### src/rtl/powerup_ctrl.sv
// Power-up sprite controller.
// Once per frame it moves the sprite through its life: hidden, spawn at a
// pseudo-random x, fall, rest on the ground, expire. A player whose hitbox
// overlaps the sprite collects it, and that is reported with a one-cycle grab pulse.
module powerup_ctrl #(
    parameter int V_SIZE         = 16,
    parameter int H_SIZE         = 16,
    parameter int P_SIZE         = 64,
    parameter int X_MIN          = 64,
    parameter int GROUND_Y       = 416,
    parameter int FALL_STEP      = 2,
    parameter int RESPAWN_FRAMES = 300,
    parameter int LIFE_FRAMES    = 600,
    parameter int PARK           = 2032
) (
    input  logic        clk,
    input  logic        reset,
    input  logic        frame_tick,
    input  logic        enable,
    input  logic [10:0] p1_x0,
    input  logic [10:0] p1_y0,
    input  logic [10:0] p2_x0,
    input  logic [10:0] p2_y0,
    output logic [10:0] x0,
    output logic [10:0] y0,
    output logic        active,
    output logic        grab,
    output logic        grab_id
);

    localparam logic [1:0] ST_IDLE   = 2'd0;
    localparam logic [1:0] ST_FALL   = 2'd1;
    localparam logic [1:0] ST_LANDED = 2'd2;

    localparam int RC_W = $clog2(RESPAWN_FRAMES);
    localparam int LC_W = $clog2(LIFE_FRAMES);

    // Bounding-box arithmetic is carried in 12 bits so edge sums never wrap.
    localparam logic [11:0] H12      = 12'(H_SIZE);
    localparam logic [11:0] V12      = 12'(V_SIZE);
    localparam logic [11:0] P12      = 12'(P_SIZE);
    localparam logic [11:0] STEP12   = 12'(FALL_STEP);
    localparam logic [11:0] LAND_Y12 = 12'(GROUND_Y - V_SIZE);
    localparam logic [10:0] PARK11   = 11'(PARK);

    localparam logic [RC_W-1:0] RESPAWN_LAST = RC_W'(RESPAWN_FRAMES - 1);
    localparam logic [LC_W-1:0] LIFE_LAST    = LC_W'(LIFE_FRAMES - 1);

    logic [1:0]      state_reg;
    logic [RC_W-1:0] respawn_cnt_reg;
    logic [LC_W-1:0] life_cnt_reg;
    logic [9:0]      lfsr_reg;

    logic [10:0] px [2];
    logic [10:0] py [2];
    logic [1:0]  hit;
    logic [11:0] y_next;
    logic [10:0] spawn_x;

    assign px[0] = p1_x0;
    assign py[0] = p1_y0;
    assign px[1] = p2_x0;
    assign py[1] = p2_y0;

    assign y_next  = {1'b0, y0} + STEP12;
    assign spawn_x = 11'(X_MIN) + {2'b00, lfsr_reg[8:0]};

    // Per-player hitbox overlap against the sprite's current position.
    generate
        for (genvar gi = 0; gi < 2; gi++) begin : g_hit
            assign hit[gi] = ({1'b0, px[gi]} < ({1'b0, x0} + H12)) &&
                             ({1'b0, x0} < ({1'b0, px[gi]} + P12)) &&
                             ({1'b0, py[gi]} < ({1'b0, y0} + V12)) &&
                             ({1'b0, y0} < ({1'b0, py[gi]} + P12));
        end
    endgenerate

    // Free-running x^10 + x^7 + 1 LFSR supplying the spawn column.
    always_ff @(posedge clk or posedge reset) begin
        if (reset) begin
            lfsr_reg <= 10'h001;
        end else begin
            lfsr_reg <= {lfsr_reg[8:0], lfsr_reg[9] ^ lfsr_reg[6]};
        end
    end

    // Frame-rate lifecycle: idle countdown, fall, ground life, pickup.
    always_ff @(posedge clk or posedge reset) begin
        if (reset) begin
            state_reg       <= ST_IDLE;
            x0              <= PARK11;
            y0              <= PARK11;
            active          <= 1'b0;
            grab            <= 1'b0;
            grab_id         <= 1'b0;
            respawn_cnt_reg <= '0;
            life_cnt_reg    <= '0;
        end else begin
            grab <= 1'b0;
            if (!enable) begin
                state_reg       <= ST_IDLE;
                x0              <= PARK11;
                y0              <= PARK11;
                active          <= 1'b0;
                respawn_cnt_reg <= '0;
                life_cnt_reg    <= '0;
            end else if (frame_tick) begin
                case (state_reg)
                    ST_IDLE: begin
                        if (respawn_cnt_reg == RESPAWN_LAST) begin
                            state_reg       <= ST_FALL;
                            x0              <= spawn_x;
                            y0              <= '0;
                            active          <= 1'b1;
                            respawn_cnt_reg <= '0;
                        end else begin
                            respawn_cnt_reg <= respawn_cnt_reg + 1'b1;
                        end
                    end
                    ST_FALL, ST_LANDED: begin
                        if (hit != 2'b00) begin
                            // Player 1 wins a simultaneous pickup.
                            grab            <= 1'b1;
                            grab_id         <= ~hit[0];
                            state_reg       <= ST_IDLE;
                            x0              <= PARK11;
                            y0              <= PARK11;
                            active          <= 1'b0;
                            respawn_cnt_reg <= '0;
                            life_cnt_reg    <= '0;
                        end else if (state_reg == ST_FALL) begin
                            if (y_next >= LAND_Y12) begin
                                y0           <= LAND_Y12[10:0];
                                state_reg    <= ST_LANDED;
                                life_cnt_reg <= '0;
                            end else begin
                                y0 <= y_next[10:0];
                            end
                        end else if (life_cnt_reg == LIFE_LAST) begin
                            state_reg    <= ST_IDLE;
                            x0           <= PARK11;
                            y0           <= PARK11;
                            active       <= 1'b0;
                            life_cnt_reg <= '0;
                        end else begin
                            life_cnt_reg <= life_cnt_reg + 1'b1;
                        end
                    end
                    default: begin
                        state_reg <= ST_IDLE;
                        x0        <= PARK11;
                        y0        <= PARK11;
                        active    <= 1'b0;
                    end
                endcase
            end
        end
    end

endmodule

### config.mk
export PLATFORM = sky130hd
export DESIGN_NAME = powerup_ctrl
export DESIGN_NICKNAME = d
export VERILOG_FILES = /design/src/rtl/powerup_ctrl.sv
export SDC_FILE = /design/constraint.sdc
export NUM_CORES = 1
export LEC_CHECK = 0
export ABC_AREA = 1
export ABC_CLOCK_PERIOD_IN_PS = 3200
export CELL_PAD_IN_SITES_DETAIL_PLACEMENT = 0
export CELL_PAD_IN_SITES_GLOBAL_PLACEMENT = 1
export CORE_UTILIZATION = 41
export DETAILED_ROUTE_END_ITERATION = 12
export GPL_TIMING_DRIVEN = 1
export PLACE_DENSITY = 0.78
export SYNTH_ARGS = -nofsm -noshare
export SYNTH_HDL_FRONTEND = slang
export SYNTH_SLANG_ARGS = --single-unit
### constraint.sdc
create_clock -name clk -period 3.2 [get_ports clk]
set_input_delay 0.96 -clock clk [delete_from_list [all_inputs] [get_ports clk]]
set_output_delay 0.96 -clock clk [all_outputs]
set_load 0.005 [all_outputs]
## After elaboration in Yosys (flattened, before gate mapping)

Index checks and enable logic that the tools add are counted.

- Register bits: 56
- Output and inout bits: 25
- Word-level logic and storage cells: 104
- Input bits: 48

- Bitwise operators: 2
- Order comparisons: 9
- $add $sub $neg: 10
- Eq/ne operators: 14
- Reductions and logical operators: 15
- Mux-type cells: 45

Operators with widths:

| cell | number |
|---|---|
| $mux 11 | 12 |
| $lt 11x12->1 | 8 |
| $mux 10 | 7 |
| $add 11x7->12 const B | 4 |
| $pmux 11 s2 | 2 |
| $mux 9 | 4 |
| $add 11x5->12 const B | 2 |
| $pmux 9 s2 | 1 |
| $mux 2 | 7 |
| $add 11x2->12 const B | 1 |
| $ge 12x9->1 const B | 1 |
| $reduce_and 4->1 | 3 |
| $add 10x1->10 const B | 1 |
| $add 7x9->10 const A | 1 |
| $eq 10x10->1 const B | 1 |
| $mux 1 | 10 |
| $ne 5x5->1 const B | 2 |
| $add 9x1->9 const B | 1 |
| $eq 9x9->1 const B | 1 |
| $reduce_and 3->1 | 3 |
| $ne 4x4->1 const B | 2 |
| $logic_and 1x1->1 | 6 |
| $ne 3x3->1 const B | 2 |
| $ne 4x3->1 const B | 1 |
| 12 further kinds | 12 |

## Logic depth before layout (Yosys ltp)

Gate-level depths: netlist (run 1).

- Word-level depth: 10
- Mapped depth: 22
- Gate-level depth less buffers: 22

## Worst setup path before layout (run 1)

Ideal clock, no wire load.

- Kind: input-to-reg
- Start: in p1_x0[6]
- End: reg active
- Required time: 3.076 ns
- Stages on the path: 18
- Path buffers: 1
- Slack: 0.267 ns
- Data arrival time: 2.809 ns
- Cells stage by stage: ha_1 inv_1 ha_1 nand2_1 inv_1 nor3_1 nor2_1 nor2_1 nand2_1 nor2_2 nand3_2 nand2_4 nor2_4 o21ai_2 nand2_4 buf_6 nand2_2 o21ai_2

- Cells in the longest elaborated chain, start to end: 10
- Elaborated cells between the ends (all ways): 14

RTL lines:

| element | RTL line | source |
|---|---|---|
| start: declaration | 20 | `input logic [10:0] p1_x0,` |
| $add 11x7->12 | 72 | `({1'b0, x0} < ({1'b0, px[gi]} + P12)) &&` |
| $lt 11x12->1 | 72 |  |
| $logic_and 1x1->1 * | 71 | `assign hit[gi] = ({1'b0, px[gi]} < ({1'b0, x0} + H12)) &&` |
| $logic_and 1x1->1 * | 72 |  |
| $logic_and 1x1->1 * | 73 | `({1'b0, py[gi]} < ({1'b0, y0} + V12)) &&` |
| $reduce_bool 2->1 * | 121 | `if (hit != 2'b00) begin` |
| $mux 1 | 121 |  |
| $pmux 1 s2 | 108 | `case (state_reg)` |
| $mux 1 | 107 | `end else if (frame_tick) begin` |
| $mux 1 | 100 | `if (!enable) begin` |
| end signal: assignment | 104 | `active <= 1'b0;` |
| end signal: assignment | 114 | `active <= 1'b1;` |
| end signal: assignment | 128 | `active <= 1'b0;` |
| end: declaration | 26 | `output logic active,` |

Every way passes the cells marked *; elsewhere a longest branch is shown, timed or not. The select of a mux whose other input is x is not followed.
A chain may end at the register's enable or synchronous reset.

## Worst setup path after layout (run 1)

- Start: in p1_y0[1]
- End: reg life_cnt_reg[1]

- Cells in the longest elaborated chain, start to end: 8
- Elaborated cells between the ends (all ways): 12

RTL lines:

| element | RTL line | source |
|---|---|---|
| start: declaration | 21 | `input logic [10:0] p1_y0,` |
| $add 11x7->12 / $lt 11x12->1 (equally long branches) | 74, 73 |  |
| $lt 11x12->1 / $logic_and 1x1->1 (equally long branches) | 74, 72 |  |
| $logic_and 1x1->1 * | 73 |  |
| $reduce_bool 2->1 * | 121 |  |
| $mux 10 | 121 |  |
| $mux 10 | 108 |  |
| $mux 10 | 107 |  |
| $mux 10 | 100 |  |
| end signal: assignment | 146 | `life_cnt_reg <= life_cnt_reg + 1'b1;` |
| end: declaration | 51 | `logic [LC_W-1:0] life_cnt_reg;` |

Marks and branches as above.

==> results.md, run 1 <==
- Largest net degree at the start of global routing: 30
- Layout Utilization: 57.0%
- Flops & latches, synth: 55
- Skew-Pair Late Insertion Delay: 0.29 ns
- Critical Path End Type: register
- Share of layout cells above drive strength 1: 21.9%
- Max-Cap Viols: 0
- Vias in the first global route: 4955
- Initial Util: ~43%
- Avg Synthesized Cell Area: roughly 7.5 µm²
- First-pass GRT wire length: 22700 µm
- Final wirelength: ~14000 µm
- Layout area overhead: 34.0%
- Std-Cell Rows: 41
- Drt pass-1 iters: 4
- Critical path startpoint category: input pin
- Post-synth EDFFs: 0
- Worst-Margin Slew: ~0.63 ns
- Clock Path Buffers: 2
- DPL Wire Length: 10600 µm
- Tcrit/Tclk final: 96.0%
- Minimum clock period: 3.07 ns
- Routed Antenna Nets: 0
- Mapped Area: ~5400 µm²
- Fin worst setup slack: 0.129 ns
- Post-DR wirelength/cell: 13.0 µm
- Syn nets: 867
- Die Area: between 10000 and 15000 µm²
- Critical Path Most Common Cell: nand2_4
- Clock tree sinks: 55
- Clk slew on worst S/H paths: 0.08 ns
- Antenna cells: 0
- Fin. Hold Viols: 0
- DIE HEIGHT: 117 µm
- Slew Viols, Final: 0
- Dominant synthesized flop cell: dfrtp_1
- Max reg flops: 11
- Status: finished, final reports clean
- # port buffers: 71
- Final setup fails: 0
- Synth async-reset ratio: 100%
- Distinct cells, synth: 40
- Root buf cell: clkbuf_16
- Skew final: 0.00530 ns
- Fin Hold WS: around 0.37 ns
- CP required: 3.39 ns
- Slew HR: 57.7%
- Cell Chain, Critical Path: clkdlybuf4s50_1 -> inv_1 -> ha_4 -> a21oi_1 -> o21a_1 -> nor4_1 -> nor2_1 -> nand3_4 -> nand2_4 -> buf_4 -> o21bai_4 -> nand2_4 -> nand3b_4 -> nand2_1
- Die W: 117 µm
- First DRT Iteration DRCs: 217
- CTS tree: built
- VDD IR-drop max: 0.503 mV
- Pwr dens: 689 nW/µm²
- Worst hold path class: register to register
- Critical Path AT: 3.26 ns
- Inserted Clock Buffers: 5
- Max incr delay on CP: 0.50 ns
- Largest reg by FF count: x0
- DR DRC count: 0
- All-Layer GR Usage: approximately a fifth
- Fmax: 0.326 GHz
- CP Class: input pin to register
- # IOs: 73
- Slowest stage cell, crit path: clkdlybuf4s50_1
- Antenna violations before repair: 0
- Gr ovfl total: 0
- Worst slack at placement: -0.558 ns
- Via count: 5078
- LEAKAGE: 3.68 nW
- Synth warn: 0
- Mapped Cells: 727
- NumNets Final: 1014
- Core Region: 12800 µm²
- Worst Path Max Fanout: 7
- H-tree levels: 2
- Placer Congestion: 0.814
- Number of vias per cell: 4.85
- Sequential share of the synthesized area: 25.7%
## layout make-up
| class | instances | area (µm²) |
|---|---|---|
| sequential | 55 | 1400 |
| multi-input combinational | 562 | 3830 |
| clock inverter | 3 | 33.8 |
| timing repair buffer | 146 | 1290 |
| fill | 1173 | 5490 |
| tap | 172 | 215 |
| clock buffer | 5 | 125 |
| inverter | 104 | 390 |
## stage by stage
stage	TNS [ns]	cells	power, mW	instance area (µm²)
finish	0	1047	5.02	7290
global route	-0.00630	1047	5.54	7290
CTS	0	1045	4.93	7100
detailed placement	-21.06	1031	4.21	6850
global placement	-17.39	1031	4.14	6850
floorplan	0	727	3.09	5440
## placed cells by master (no fill, tap or decap), drive strengths merged, types with 8 or more instances in the layout
cell type,n
nor3,14
nand3,43
dfrtp,40
nand2,186
nor2,66
o21ai,51
xnor2,8
dfstp,15
dlymetal6s2s,12
inv,104
buf,75
a21oi,35
xor2,26
ha,92
clkbuf,11
clkdlybuf4s50,46
nand4,10
## per-layer routing
layer | up-vias | GRT usage [%] | wire length (µm)
met5 | - | 0 | 0
met4 | 0 | 4.56 | 175
met3 | 15 | 1.60 | 276
met2 | 71 | 35.1 | 6310
met1 | 2329 | 28.9 | 6820
li1 | 2663 | - | -
## worst max-delay path, delay by kind of cell
family	cells	cell delay, ns
AO/OA/AOI/OAI	3	0.43
adder cells (fa/ha/maj)	1	0.26
AND/OR/NAND/NOR	7	0.89
buffers and inverters	3	0.71
## power breakdown
part / internal (mW) / total (mW) / switching, mW
sequential: 0.909 / 1.13 / 0.219
clock: 0.302 / 0.572 / 0.271
combinational: 1.49 / 3.32 / 1.83
total: 2.70 / 5.02 / 2.32
## synth_stat cells, types with 3 or more instances
cell	instances	share of area [%]
a21oi_1	33	3.0
buf_6	4	0.83
clkbuf_1	3	0.21
dfrtp_1	40	18
dfstp_2	15	7.2
ha_1	92	21
inv_1	101	7.0
nand2_1	167	12
nand2_2	12	1.4
nand2_4	4	0.83
nand3_1	39	3.6
nand3_2	4	0.74
nand3b_1	4	0.55
nand3b_2	3	0.62
nand4_1	10	1.2
nor2_1	60	4.1
nor2_2	4	0.46
nor3_1	14	1.3
nor3b_1	4	0.55
nor4_1	6	0.69
o21a_1	3	0.41
o21ai_0	29	2.7
o21ai_1	3	0.28
o21ai_2	19	3.1
xnor2_1	8	1.3
xor2_1	26	4.2
## what timing repair did
item,in CTS,in global routing
pin swaps,18,20
gates resized for setup,32,51
cloned,3,0
hold buffers,0,0
buffers inserted,3,2
endpoints found under the setup margin,45,45
## cells by family (layout without fill, tap and decap cells)
group / after synthesis / after routing / share of synthesized area (%)
compound gates: 96 / 96 / 10.9
flops: 55 / 55 / 25.7
simple gates: 336 / 339 / 28.3
xor+xnor: 34 / 34 / 5.48
other cells: 1 / 1 / 0.0690
fa+ha+maj: 92 / 92 / 21.2
buf+inv: 113 / 258 / 8.44
## worst paths after layout
| path | from | to | slack, ns | cells after the start |
|---|---|---|---|---|
| setup / recovery | p1_y0[1] | life_cnt_reg[1]$_DFFE_PP0P_ | 0.13 | 14 |
| hold / removal | lfsr_reg[3]$_DFF_PP0_ | lfsr_reg[4]$_DFF_PP0_ | 0.37 | 0 |
| setup reg to reg | y0[4]$_DFFE_PP1P_ | life_cnt_reg[1]$_DFFE_PP0P_ | 0.25 | 16 |
| hold reg to reg | lfsr_reg[3]$_DFF_PP0_ | lfsr_reg[4]$_DFF_PP0_ | 0.37 | 0 |
| max in group asynchronous | reset | x0[10]$_DFFE_PP1P_ | 1.49 | 3 |
| min in group asynchronous | reset | life_cnt_reg[6]$_DFFE_PP0P_ | 1.06 | 2 |
(Power assumes the default switching activity.)
==> run 2, diff against run 1 <==
Settings changed: ABC_CLOCK_PERIOD_IN_PS 3200 to default.
==> results of run 2 <==
Final layout, timing and power as in run 1 (identical DEF).
